File: src/rtl/riscv_pkg.sv
// riscv_pkg: shared types and constants for the EX operand stage.
//   fwd_sel_t  - forwarding source per ALU operand
//   alu_srca_t - ALU operand A select encoding
//   ALU_*      - ALU operation encodings
//   id_ex_t    - ID/EX pipeline register contents
package riscv_pkg;

    localparam int XLEN = 32;
    localparam int RAW  = 5;

    typedef enum logic [1:0] {
        FWD_NONE = 2'b00,
        FWD_WB   = 2'b01,
        FWD_MEM  = 2'b10
    } fwd_sel_t;

    typedef enum logic [1:0] {
        SRCA_RS1   = 2'b00,
        SRCA_PC    = 2'b01,
        SRCA_ZERO  = 2'b10,
        SRCA_ZERO2 = 2'b11
    } alu_srca_t;

    localparam logic [3:0] ALU_ADD  = 4'b0000;
    localparam logic [3:0] ALU_SUB  = 4'b0001;
    localparam logic [3:0] ALU_AND  = 4'b0010;
    localparam logic [3:0] ALU_OR   = 4'b0011;
    localparam logic [3:0] ALU_XOR  = 4'b0100;
    localparam logic [3:0] ALU_SLL  = 4'b0101;
    localparam logic [3:0] ALU_SRL  = 4'b0110;
    localparam logic [3:0] ALU_SRA  = 4'b0111;
    localparam logic [3:0] ALU_SLT  = 4'b1000;
    localparam logic [3:0] ALU_SLTU = 4'b1001;

    typedef struct packed {
        logic            valid;
        logic [RAW-1:0]  rs1;
        logic [RAW-1:0]  rs2;
        logic [RAW-1:0]  rd;
        logic [XLEN-1:0] rd1;
        logic [XLEN-1:0] rd2;
        logic [XLEN-1:0] imm;
        logic [XLEN-1:0] pc;
        alu_srca_t       alu_src_a;
        logic            alu_src_b;
        logic [3:0]      alu_control;
        logic            reg_write;
        logic            mem_read;
    } id_ex_t;

endpackage

File: src/rtl/ex_operand_stage_forward_unit.sv
// forward_unit: picks the forwarding source for each EX source register.
//   rs1_e/rs2_e             - EX-stage source register addresses
//   rd_m/reg_write_m        - MEM-stage destination
//   rd_w/reg_write_w        - WB-stage destination
//   fwd_a/fwd_b             - selected source per operand (MEM beats WB, x0 never forwarded)
module forward_unit
    import riscv_pkg::*;
#(
    parameter int RAW = riscv_pkg::RAW
) (
    input  logic [RAW-1:0] rs1_e,
    input  logic [RAW-1:0] rs2_e,
    input  logic [RAW-1:0] rd_m,
    input  logic           reg_write_m,
    input  logic [RAW-1:0] rd_w,
    input  logic           reg_write_w,
    output fwd_sel_t       fwd_a,
    output fwd_sel_t       fwd_b
);

    // A nonzero rd that matches rs implies rs is nonzero, so x0 is excluded here.
    logic m_ok;
    logic w_ok;

    assign m_ok  = reg_write_m && (rd_m != '0);
    assign w_ok  = reg_write_w && (rd_w != '0);
    assign fwd_a = (m_ok && rd_m == rs1_e) ? FWD_MEM : (w_ok && rd_w == rs1_e) ? FWD_WB : FWD_NONE;
    assign fwd_b = (m_ok && rd_m == rs2_e) ? FWD_MEM : (w_ok && rd_w == rs2_e) ? FWD_WB : FWD_NONE;

endmodule

File: src/rtl/ex_operand_stage.sv
// ex_operand_stage: ID/EX register, operand forwarding and load-use hazard detection.
//   Decode inputs (*D)      - captured into the ID/EX register each cycle
//   StallE/FlushE           - hold / kill the EX slot (flush has priority)
//   RdM/RegWriteM/ALUResultM, RdW/RegWriteW/ResultW - forwarding sources
//   SrcAE/SrcBE/ALUControlE - ALU operands and operation
//   WriteDataE              - forwarded rs2 for stores
//   RdE/RegWriteE/MemReadE/ValidE - registered control for later stages
//   StallD                  - holds fetch/decode on a load-use hazard
module ex_operand_stage
    import riscv_pkg::*;
#(
    parameter int XLEN = riscv_pkg::XLEN,
    parameter int RAW  = riscv_pkg::RAW
) (
    input  logic            clk,
    input  logic            rst_n,
    input  logic            ValidD,
    input  logic [RAW-1:0]  Rs1D,
    input  logic [RAW-1:0]  Rs2D,
    input  logic [RAW-1:0]  RdD,
    input  logic [XLEN-1:0] Rd1D,
    input  logic [XLEN-1:0] Rd2D,
    input  logic [XLEN-1:0] ImmD,
    input  logic [XLEN-1:0] PCD,
    input  logic [1:0]      ALUSrcAD,
    input  logic            ALUSrcBD,
    input  logic [3:0]      ALUControlD,
    input  logic            RegWriteD,
    input  logic            MemReadD,
    input  logic            StallE,
    input  logic            FlushE,
    input  logic [RAW-1:0]  RdM,
    input  logic            RegWriteM,
    input  logic [XLEN-1:0] ALUResultM,
    input  logic [RAW-1:0]  RdW,
    input  logic            RegWriteW,
    input  logic [XLEN-1:0] ResultW,
    output logic [XLEN-1:0] SrcAE,
    output logic [XLEN-1:0] SrcBE,
    output logic [3:0]      ALUControlE,
    output logic [XLEN-1:0] WriteDataE,
    output logic [RAW-1:0]  RdE,
    output logic            RegWriteE,
    output logic            MemReadE,
    output logic            ValidE,
    output logic            StallD
);

    id_ex_t          ex_q;
    id_ex_t          ex_d;
    logic            load_use;
    fwd_sel_t        fwd_a;
    fwd_sel_t        fwd_b;
    logic [XLEN-1:0] fwd_a_val;
    logic [XLEN-1:0] fwd_b_val;

    forward_unit #(.RAW(RAW)) u_fwd (
        .rs1_e       (ex_q.rs1),
        .rs2_e       (ex_q.rs2),
        .rd_m        (RdM),
        .reg_write_m (RegWriteM),
        .rd_w        (RdW),
        .reg_write_w (RegWriteW),
        .fwd_a       (fwd_a),
        .fwd_b       (fwd_b)
    );

    // Rs2 is compared even when the instruction does not read it (conservative).
    assign load_use = ValidD && ex_q.valid && ex_q.mem_read && (ex_q.rd != '0) &&
                      ((ex_q.rd == Rs1D) || (ex_q.rd == Rs2D));

    // Control bits are gated by ValidD so an empty slot never writes or loads.
    always_comb begin
        ex_d = ex_q;
        if (FlushE) begin
            ex_d = '0;
        end else if (!StallE) begin
            if (load_use) begin
                ex_d = '0;
            end else begin
                ex_d.valid       = ValidD;
                ex_d.rs1         = Rs1D;
                ex_d.rs2         = Rs2D;
                ex_d.rd          = RdD;
                ex_d.rd1         = Rd1D;
                ex_d.rd2         = Rd2D;
                ex_d.imm         = ImmD;
                ex_d.pc          = PCD;
                ex_d.alu_src_a   = alu_srca_t'(ALUSrcAD);
                ex_d.alu_src_b   = ALUSrcBD;
                ex_d.alu_control = ALUControlD;
                ex_d.reg_write   = RegWriteD && ValidD;
                ex_d.mem_read    = MemReadD && ValidD;
            end
        end
    end

    always_ff @(posedge clk or negedge rst_n) begin
        if (!rst_n) ex_q <= '0;
        else        ex_q <= ex_d;
    end

    assign fwd_a_val   = (fwd_a == FWD_MEM) ? ALUResultM : (fwd_a == FWD_WB) ? ResultW : ex_q.rd1;
    assign fwd_b_val   = (fwd_b == FWD_MEM) ? ALUResultM : (fwd_b == FWD_WB) ? ResultW : ex_q.rd2;
    assign SrcAE       = (ex_q.alu_src_a == SRCA_RS1) ? fwd_a_val :
                         (ex_q.alu_src_a == SRCA_PC)  ? ex_q.pc   : '0;
    assign SrcBE       = ex_q.alu_src_b ? ex_q.imm : fwd_b_val;
    assign WriteDataE  = fwd_b_val;
    assign ALUControlE = ex_q.alu_control;
    assign RdE         = ex_q.rd;
    assign RegWriteE   = ex_q.reg_write;
    assign MemReadE    = ex_q.mem_read;
    assign ValidE      = ex_q.valid;
    // A flushed slot never stalls decode.
    assign StallD      = load_use && !FlushE;

endmodule

File: config.mk
export PLATFORM = sky130hd
export DESIGN_NAME = ex_operand_stage
export DESIGN_NICKNAME = d
export VERILOG_FILES = /design/src/rtl/riscv_pkg.sv /design/src/rtl/ex_operand_stage_forward_unit.sv /design/src/rtl/ex_operand_stage.sv
export SDC_FILE = /design/constraint.sdc
export NUM_CORES = 1
export LEC_CHECK = 0
export CORE_ASPECT_RATIO = 2
export CORE_MARGIN = 4
export CORE_UTILIZATION = 25
export DETAILED_ROUTE_END_ITERATION = 10
export PLACE_DENSITY = 0.59
export SYNTH_ARGS = -nofsm -noshare
export SYNTH_HDL_FRONTEND = slang
export SYNTH_HIERARCHICAL = 1
export SYNTH_SLANG_ARGS = --single-unit
export TNS_END_PERCENT = 30
File: constraint.sdc
create_clock -name clk -period 3.6 [get_ports clk]
set_input_delay 0.72 -clock clk [delete_from_list [all_inputs] [get_ports clk]]
set_output_delay 0.72 -clock clk [all_outputs]
set_load 0.005 [all_outputs]
==> out/qor.yml <==
outcome:
  status: "finished, violations left"
  violations: "negative setup slack"
setup_path:
  reg2reg_slack_ps: 930
  crit_required_ps: 2880
  criticalPathCategory: "input pin to output port"
  crit_path_max_fanout: 11
  crit_arrival_ps: 3520
  end_kind: "output port"
  crit_path_start_kind: "input pin"
synthesis:
  netlist_area_mm2: 0.0109
  synth_cells: 1156
  synth_warnings: 6
  synth_cell_types: 30
  syn_nets: 1389
  ys_top_cells_by_count: "dfrtp_1 (153), inv_1 (152), nand3b_1 (138)"
  synth-edff-count: 0
  synthSimpleGateAreaFrac_pct: 16.0
  synth_top_area_share_pct: 35.1
  synthArstFlopShare_pct: 100
  synth.most_common_cell: "dfrtp_1"
  synth-seq-cells: 153
  synth_xor_area_share_pct: 2.41
  synth_fa_ha_area_share_pct: 0
  syn_avg_cell_area_um2: 9.43
  yosysTopAreaCell: "dfrtp_1"
  synth_top_family_by_area: "compound AO/OA/AOI/OAI gates"
  synth-seq-area-share_pct: 35.1
  synth_top_flop_cell: "dfrtp_1"
  synth_compound_area_share_pct: 26.3
  synthMuxAreaShare_pct: 9.19
  synth_area_leaders: "dfrtp_1 (35%), nand3b_1 (9.5%), o41ai_2 (9.0%)"
min_path:
  hold_path.class: "input pin to async pin"
cts:
  cts_root_buf: "clkbuf_16"
  path_clk_slew_ps: 70
  cts_tree: "yes"
  cts_sinks: 153
  cts_buffer_depth: 2
  clk_latency_ps: 450
  htreeDepth: 4
  cts_made_buffers: 17
timing:
  period_share_pct: 118
  fin_ws_ps: -639
  skew_ps: 10.3
  setup_viol: 96
  drv_slew: 0
  rsz0062_at_grt: "yes"
  whs_ps: 258
  fmax_mhz: 236
  fin_crit_ps: 4240
  finalHoldViolCount: 0
  tightest_slew_ps: 1120
  relSlewSlack_pct: 25.3
  final.setup.tns_ps: -35320
detailed_routing:
  post_drt_wl_per_cell_um: 22.1
  vias_per_cell: 5.04
  route.detailed.drc: 0
  drtAntennaViolNets: 0
  finalWirelength_um: 46100
  vias: 10500
  drt_first_pass_iters: 5
  drt_iter0_markers: 616
floorplanning:
  coreArea_mm2: 0.0432
  io_pins: 342
  die_area_mm2: 0.0472
  die_h_um: 303
  die_w_um: 156
  rows: 108
  start_util_pct: 25.2
placed_design:
  port_buffers: 341
  hpwl_um: 31600
  gp_routability_congestion: 0.908
  placedCellCount: 1989
  dpl-instance-area_mm2: 0.0152
final_layout:
  area_growth_pct: 54.2
  fin_cells: 2086
  fin_nets: 1739
  drive_gt1_share_pct: 27.6
  fin_area_mm2: 0.0168
power_and_ir_drop:
  peakVddDrop_mv: 0.319
  p_leak_nw: 7.47
  power.total_mw: 5.00
  powerDensity_mw_per_mm2: 298
grt:
  antenna_found_initial: 17
  grt_max_degree: 154
  gr-total-overflow: 0
  grt_util_all_layers_pct: 18.2
  grt_pass1_wl_um: 65400
  grt_pass1_vias: 10500
job:
  cap_viol_max_count: 0
## worst max-delay path, stage by stage
cell             delay (ps)
buf_6                    90
or4_4                   540
o21ai_4                 190
nor4_4                   90
nor4_4                  370
buf_12                  160
buf_12                  140
buf_16                  140
mux2i_2                 240
a21oi_2                  90
mux2_4                  290
clkdlybuf4s50_1         450
## report_power, final
| part | leakage [nW] | switching (mW) | total, mW | internal (mW) |
|---|---|---|---|---|
| clock | 0.264 | 0.807 | 1.80 | 0.993 |
| combinational | 5.18 | 0.584 | 1.29 | 0.704 |
| sequential | 2.03 | 0.0980 | 1.91 | 1.81 |
| total | 7.47 | 1.49 | 5.00 | 3.51 |
## what timing repair did
action / 4_1_cts / 5_1_grt
setup buffers: 17 / 23
hold buffers: 0 / 0
resized for setup: 195 / 197
gates cloned: 1 / 8
pin swaps: 43 / 40
setup endpoints to repair: 96 / 96
## path summary, 6_finish.rpt
check	start	endpoint	cells after the start
max	RdM[1]	SrcBE[17]	12
max reg2reg	RdE[0]$_DFFE_PN0P_	ex_q[135]$_DFFE_PN0P_	6
max in group asynchronous	rst_n	ex_q[8]$_DFFE_PN0P_	2
min in group clk	ALUControlE[0]$_DFFE_PN0P_	ALUControlE[0]$_DFFE_PN0P_	2
min	rst_n	ALUControlE[2]$_DFFE_PN0P_	1
min reg2reg	ALUControlE[0]$_DFFE_PN0P_	ALUControlE[0]$_DFFE_PN0P_	2
## metal layers
layer,GRT usage [%],vias to the layer above,part of all wire (%)
met2,28.9,347,49
met4,12.5,0,6.1
met3,2.97,96,4.4
li1,-,4926,-
met5,0,-,0
met1,22.4,5147,41
## layout by cell type (no fill, tap or decap), types with 21 or more instances in the layout
cell type / instances
clkdlybuf4s50_1: 243
inv_1: 152
dfrtp_1: 150
nand3b_1: 138
o41ai_1: 92
buf_4: 74
nor2b_1: 62
o41ai_2: 60
a211oi_1: 54
mux2i_1: 47
a21oi_1: 44
a211oi_2: 42
buf_6: 42
nor2_1: 31
buf_2: 31
mux2_2: 26
clkbuf_16: 23
clkbuf_2: 21
## state kept, by name (all words and copies together), names as in the netlist
register / count
ValidE: 1
RdE: 5
RegWriteE: 1
ALUControlE: 4
ex_q: 141
MemReadE: 1
## cell type report
class	count	area (um2)
antenna	17	42.5
clock buffer	23	468
clock inverter	9	92.6
fill	4346	26400
inverter	152	571
multi-input combinational	712	6390
sequential	153	3830
tap	550	688
timing repair buffer	470	4710
## stage by stage
stage / utilization [%] / setup slack (ps)
after global routing: 38.8 / -730
after detailed placement: 35.2 / -1370
after floorplan: - / -5.25
after CTS: 36.9 / -615
after global placement: 35.2 / -1280
final: 38.9 / -639
## cells by family after synthesis
family          Yosys count
compound gates          316
xor+xnor                 30
buf+inv                 291
flops                   153
mux                      96
simple gates            270
Note: power is estimated with default switching activity, not from simulation.
